--- src/rtl/gb_mem_pkg.sv ---
`default_nettype none
// ============================================================================
// Module      : gb_mem_pkg
// Description : Shared memory-map constants and OAM DMA state encoding.
// Revision    : 1.0 - initial release
// ============================================================================
package gb_mem_pkg;

  localparam logic [15:0] DMA_REG_ADDR    = 16'hFF46;
  localparam logic [15:0] OAM_BASE        = 16'hFE00;
  localparam int          OAM_LEN_DEFAULT = 160;
  localparam logic [15:0] DMA_IDLE_ADDR   = 16'hFFFF;
  localparam logic [7:0]  ECHO_PAGE_LO    = 8'hE0;

  typedef enum logic [2:0] {
    IDLE  = 3'd0,
    START = 3'd1,
    READ  = 3'd2,
    WRITE = 3'd3,
    PAD   = 3'd4
  } dma_state_t;

  // Pages E0..FF alias work RAM at C0..DF.
  function automatic logic [7:0] dma_src_page(input logic [7:0] page);
    return (page >= ECHO_PAGE_LO) ? (page - 8'h20) : page;
  endfunction

endpackage
`default_nettype wire

--- src/rtl/oam_dma_engine.sv ---
`default_nettype none
// ============================================================================
// Module      : oam_dma_engine
// Description : Game Boy OAM DMA controller (FF46) mastering the MMU DMA port.
//               Optional macro OAM_DMA_MCYCLE_ACCURATE_EN pads each byte to 4 clk.
// Revision    : 1.0 - initial release
// ============================================================================
module oam_dma_engine
  import gb_mem_pkg::*;
#(
  parameter int RD_LAT  = 1,
  parameter int OAM_LEN = OAM_LEN_DEFAULT
) (
  input  logic        clk,
  input  logic        rst,
  input  logic [15:0] reg_addr_select,
  input  logic [7:0]  reg_write_value,
  input  logic        reg_write_enable,
  output logic [7:0]  reg_read_out,
  output logic [15:0] dma_addr_select,
  output logic [7:0]  dma_write_value,
  output logic        dma_write_enable,
  input  logic [7:0]  dma_read_out,
  output logic        busy,
  output logic        done
);

`ifdef OAM_DMA_MCYCLE_ACCURATE_EN
  localparam int PAD_CYCLES = 2 - RD_LAT;
`else
  localparam int PAD_CYCLES = 0;
`endif

  localparam logic [1:0] RD_LAST  = 2'(RD_LAT);
  localparam logic [1:0] PAD_LAST = (PAD_CYCLES > 0) ? 2'(PAD_CYCLES - 1) : 2'd0;
  localparam logic [7:0] IDX_LAST = 8'(OAM_LEN - 1);

  generate
    if (RD_LAT < 0 || RD_LAT > 2) begin : g_rd_lat_check
      $error("oam_dma_engine: RD_LAT must be within 0..2");
    end
  endgenerate

  dma_state_t  state_q, state_d;
  logic [7:0]  page_q, page_d;
  logic [7:0]  index_q, index_d;
  logic [7:0]  data_q, data_d;
  logic [1:0]  cnt_q, cnt_d;
  logic        last_q, last_d;
  logic        done_q, done_d;
  logic        wr_hit;
  logic [15:0] src_addr;

  assign wr_hit   = reg_write_enable && (reg_addr_select == DMA_REG_ADDR);
  assign src_addr = {dma_src_page(page_q), index_q};

  always_ff @(posedge clk or negedge rst) begin
    if (!rst) begin
      state_q <= IDLE;
      page_q  <= 8'h00;
      index_q <= 8'h00;
      data_q  <= 8'h00;
      cnt_q   <= 2'd0;
      last_q  <= 1'b0;
      done_q  <= 1'b0;
    end else begin
      state_q <= state_d;
      page_q  <= page_d;
      index_q <= index_d;
      data_q  <= data_d;
      cnt_q   <= cnt_d;
      last_q  <= last_d;
      done_q  <= done_d;
    end
  end

  always_comb begin
    state_d = state_q;
    page_d  = page_q;
    index_d = index_q;
    data_d  = data_q;
    cnt_d   = cnt_q;
    last_d  = last_q;
    done_d  = 1'b0;

    case (state_q)
      IDLE: ;
      START: begin
        index_d = 8'h00;
        cnt_d   = 2'd0;
        state_d = READ;
      end
      READ: begin
        if (cnt_q == RD_LAST) begin
          data_d  = dma_read_out;
          cnt_d   = 2'd0;
          state_d = WRITE;
        end else begin
          cnt_d = cnt_q + 2'd1;
        end
      end
      WRITE: begin
        if (PAD_CYCLES > 0) begin
          // PAD presents the next source address, so advance now; the last
          // byte keeps its index and remembers it must finish after padding.
          state_d = PAD;
          cnt_d   = 2'd0;
          last_d  = (index_q == IDX_LAST);
          if (index_q != IDX_LAST) index_d = index_q + 8'd1;
        end else if (index_q == IDX_LAST) begin
          done_d  = 1'b1;
          state_d = IDLE;
        end else begin
          index_d = index_q + 8'd1;
          state_d = READ;
        end
      end
      PAD: begin
        if (cnt_q == PAD_LAST) begin
          cnt_d = 2'd0;
          if (last_q) begin
            done_d  = 1'b1;
            state_d = IDLE;
          end else begin
            state_d = READ;
          end
        end else begin
          cnt_d = cnt_q + 2'd1;
        end
      end
      default: state_d = IDLE;
    endcase

    // A new FF46 write always wins, including over the final byte's done.
    if (wr_hit) begin
      page_d  = reg_write_value;
      index_d = 8'h00;
      cnt_d   = 2'd0;
      last_d  = 1'b0;
      done_d  = 1'b0;
      state_d = START;
    end
  end

  always_comb begin
    dma_addr_select  = DMA_IDLE_ADDR;
    dma_write_value  = 8'h00;
    dma_write_enable = 1'b0;
    case (state_q)
      READ, PAD: dma_addr_select = src_addr;
      WRITE: begin
        dma_addr_select  = OAM_BASE + {8'h00, index_q};
        dma_write_value  = data_q;
        dma_write_enable = 1'b1;
      end
      default: ;
    endcase
  end

  assign busy         = (state_q != IDLE);
  assign done         = done_q;
  assign reg_read_out = (reg_addr_select == DMA_REG_ADDR) ? page_q : 8'hFF;

endmodule
`default_nettype wire

--- config.mk ---
export PLATFORM = sky130hd
export DESIGN_NAME = oam_dma_engine
export DESIGN_NICKNAME = d
export VERILOG_FILES = /design/src/rtl/gb_mem_pkg.sv /design/src/rtl/oam_dma_engine.sv
export SDC_FILE = /design/constraint.sdc
export NUM_CORES = 1
export LEC_CHECK = 0
export CAP_MARGIN = 10
export CORE_AREA = 2 2 64 66
export CTS_BUF_LIST = sky130_fd_sc_hd__clkbuf_8
export DETAILED_ROUTE_END_ITERATION = 7
export DIE_AREA = 0 0 66 68
export PLACE_DENSITY = 0.91
export SKIP_CTS_REPAIR_TIMING = 1
export SYNTH_ARGS = -nofsm -noshare
export SYNTH_HDL_FRONTEND = slang
export SYNTH_SLANG_ARGS = --single-unit
--- constraint.sdc ---
create_clock -name clk -period 6.2 [get_ports clk]
set_clock_uncertainty 0.2 [all_clocks]
set_input_delay 1.24 -clock clk [delete_from_list [all_inputs] [get_ports clk]]
set_output_delay 1.24 -clock clk [all_outputs]
set_load 0.05 [all_outputs]
==> results.py <==
metrics = {
    "global_routing": {
        "grt.overflow.total": 0,
        "grt_max_degree": 31,
        "grt_antenna_before_repair": 0,
        "grt_pass1_wl_um": 6480,
        "grtUsageTotal": 0.188,
        "grt_pass1_vias": 1437,
    },
    "route": {
        "first_iter_violations": 72,
        "vias_per_cell": 5.20,
        "drt-total-wl_um": 3960,
        "drt_pre_antenna_iters": 4,
        "wl_per_cell_um": 13.8,
        "dr_total_vias": 1488,
        "drcViolationCount": 0,
        "detail-route-antenna-nets": 0,
    },
    "placement": {
        "place.gp.congestion": 0.860,
        "hpwl_um": 2890,
        "portBuffers": 69,
    },
    "worst_setup_path": {
        "crit_arrival_ns": 3.55,
        "r2r-start": "state_q[1]",
        "cp_max_fo": 13,
        "reg2reg_setup_slack_ns": 3.50,
        "end_kind": "primary output",
        "r2r-end": "data_q[1]",
        "crit_required_ns": 4.76,
        "path_class": "in -> out",
        "crit_path_start_kind": "input pin",
        "reg2regPathDepth": 3,
    },
    "clock_network": {
        "cts_tree": "done",
        "cts_made_buffers": 5,
        "worst_skew_pair.late_latency_ns": 0.27,
        "clk_path_buf_depth": 2,
        "cts-htree-levels": 2,
        "cts.sinks": 29,
        "root_buffer": "clkbuf_8",
        "path_clk_slew_ns": 0.06,
    },
    "yosys": {
        "synthAdderAreaFrac": 0.0151,
        "syn-num-nets": 205,
        "yosys.area_share.simple": 0.298,
        "synth_compound_area_frac": 0.0776,
        "ys_warn_count": 0,
        "synth_top_area_cell": "dfrtp_1",
        "yosys-mux-area-fraction": 0.113,
        "syn-instance-count": 168,
        "synth_area_leaders": "dfrtp_1 44%, mux2_2 6.8%, nand2b_1 6.0%",
        "syn_area_um2": 1660,
        "synth.avg_cell_area_um2": 9.88,
        "ys_seq_area_frac": 0.437,
        "ys_types": 39,
        "synthDominantCellAreaShare": 0.437,
        "synth_top_family_by_area": "simple AND/OR/NAND/NOR gates",
        "synth-xor-area-share": 0.00528,
        "yosys_register_bits": 29,
    },
    "floorplanning": {
        "io_pins": 70,
        "fp.dieW_um": 66,
        "rows": 23,
        "dieArea_um2": 4490,
        "design.core.area_um2": 3860,
        "start_util": 0.431,
        "die_height_um": 68,
    },
    "pwr": {
        "power.switching_w": 0.0000731,
        "p_seq_frac": 0.514,
        "p_per_area_nw_per_um2": 151,
        "leakagePower_nw": 1.10,
        "p_int_w": 0.000296,
        "power.total_w": 0.000369,
        "sw_frac_of_total": 0.198,
        "ir_drop_mv": 0.119,
        "clkPwrFrac": 0.409,
        "p_comb_frac": 0.077,
    },
    "timing": {
        "finalSetupViolations": 0,
        "slew_viol_final": 0,
        "worst_pin_slew_ns": 0.824,
        "slew_headroom": 0.451,
        "tns_ns": 0,
        "grt_setup_unrepaired": "no",
        "post-route-period-util": 0.804,
        "finalHoldViolCount": 0,
        "period_needed_ns": 4.99,
        "max_freq_mhz": 201,
    },
    "job": {
        "cap_violations": 0,
    },
    "min_path": {
        "hp-class": "reg -> reg",
        "hold_path_startpoint": "cnt_q[1]",
        "worstHoldPathCells": 2,
        "hold_end": "cnt_q[1]",
    },
    "finish": {
        "final_common_cell": "clkdlybuf4s50_1",
        "nets": 273,
        "layout_common_cells": "69 x clkdlybuf4s50_1, 29 x dfrtp_1, 17 x nand2_1, 16 x nand2b_1, 13 x and3_1",
        "drive_gt1_frac": 0.123,
        "area_growth_pct": 47.6,
        "antennaDiodeCount": 0,
    },
    "status": {
        "status": "finished clean",
    },
}
## cells by family after synthesis
logic type               Yosys count
AO/OA/AOI/OAI                     21
AND/OR/NAND/NOR                   83
multiplexers                      15
flip-flops                        29
buffers and inverters             17
adder cells (fa/ha/maj)            2
XOR/XNOR                           1
## critical path, stage by stage
cell and delay [ns]:
clkdlybuf4s50_1 0.39, or4b_4 0.54, nor4_4 0.21, buf_4 0.22, or2b_1 0.24, clkdlybuf4s50_1 0.70
## sequential cells by signal, indices dropped and copies added, names as in the netlist
| name | cells |
|---|---|
| index_q | 8 |
| done | 1 |
| data_q | 8 |
| state_q | 2 |
| cnt_q | 2 |
| page_q | 8 |
## cell type report
class                   instances  area [um^2]
multi-input cells             122          845
fillers                       328         1410
well taps                      50         62.6
flip-flops and latches         29          726
repair buffers                 71          706
clock inverters                 1         3.75
clock buffers                   6         82.6
inverters                       7         26.3
## synthesized netlist by cell type
| master | n |
|---|---|
| nor4_4 | 1 |
| nand2b_1 | 16 |
| a311oi_1 | 1 |
| nand4bb_1 | 1 |
| clkbuf_1 | 6 |
| nor3_1 | 2 |
| or4b_4 | 1 |
| a31oi_1 | 3 |
| buf_12 | 1 |
| nand3b_1 | 1 |
| a32oi_1 | 1 |
| nor2b_1 | 5 |
| a21oi_1 | 6 |
| xnor2_1 | 1 |
| or4b_2 | 1 |
| dfrtp_1 | 29 |
| and3_1 | 13 |
| nor4_1 | 1 |
| a2bb2oi_1 | 1 |
| or2b_1 | 1 |
| o21ai_0 | 4 |
| ha_1 | 2 |
| nand3_1 | 7 |
| nand2_1 | 17 |
| o31a_1 | 1 |
| mux2_4 | 5 |
| nand4_1 | 4 |
| o31ai_1 | 1 |
| and4_1 | 2 |
| or2_2 | 2 |
| buf_6 | 1 |
| buf_2 | 2 |
| nand4b_1 | 1 |
| mux2_2 | 10 |
| o21ai_1 | 2 |
| nor2_1 | 6 |
| and2_4 | 1 |
| inv_1 | 7 |
| a211oi_1 | 1 |
## metal layers
layer | up-vias | global-route usage | wire length (um)
li1 | 724 | - | -
met1 | 710 | 0.222 | 1660
met2 | 48 | 0.328 | 2040
met3 | 6 | 0.0592 | 211
met4 | 0 | 0.0561 | 46
met5 | - | 0 | 0
## power by group through the flow
stage / registers (W) / clock network [W] / logic [W]
2_1_floorplan: 0.000193 / 0 / 0.00000253
3_3_place_gp: 0.000193 / 0 / 0.0000281
3_5_place_dp: 0.000193 / 0 / 0.0000286
4_1_cts: 0.000190 / 0.000153 / 0.0000286
5_1_grt: 0.000190 / 0.000164 / 0.0000311
6_report: 0.000190 / 0.000151 / 0.0000283
## worst max path at each step
stage / start / end / slack [ns] / cells past startpoint
after CTS: reg_addr_select[5] / reg_read_out[7] / 1.21 / 6
final: reg_addr_select[5] / reg_read_out[7] / 1.21 / 6
after global routing: reg_addr_select[5] / reg_read_out[7] / 1.12 / 6
after global placement: reg_addr_select[5] / reg_read_out[7] / 1.24 / 6
after floorplan: reg_addr_select[5] / reg_read_out[1] / 2.19 / 4
after detailed placement: reg_addr_select[5] / reg_read_out[7] / 1.21 / 6
## metrics by stage
step                      std cells  area, um^2  hold WS (ns)  setup slack, ns   util
after global routing            286        2450         0.310             1.12  0.636
after floorplan                 168        1660         0.269             2.19      -
final                           286        2450         0.296             1.21  0.636
after CTS                       286        2450         0.297             1.21  0.636
after detailed placement        279        2360         0.287             1.21  0.613
after global placement          279        2360         0.282             1.24  0.613
Power figures use the tool's default switching activity.
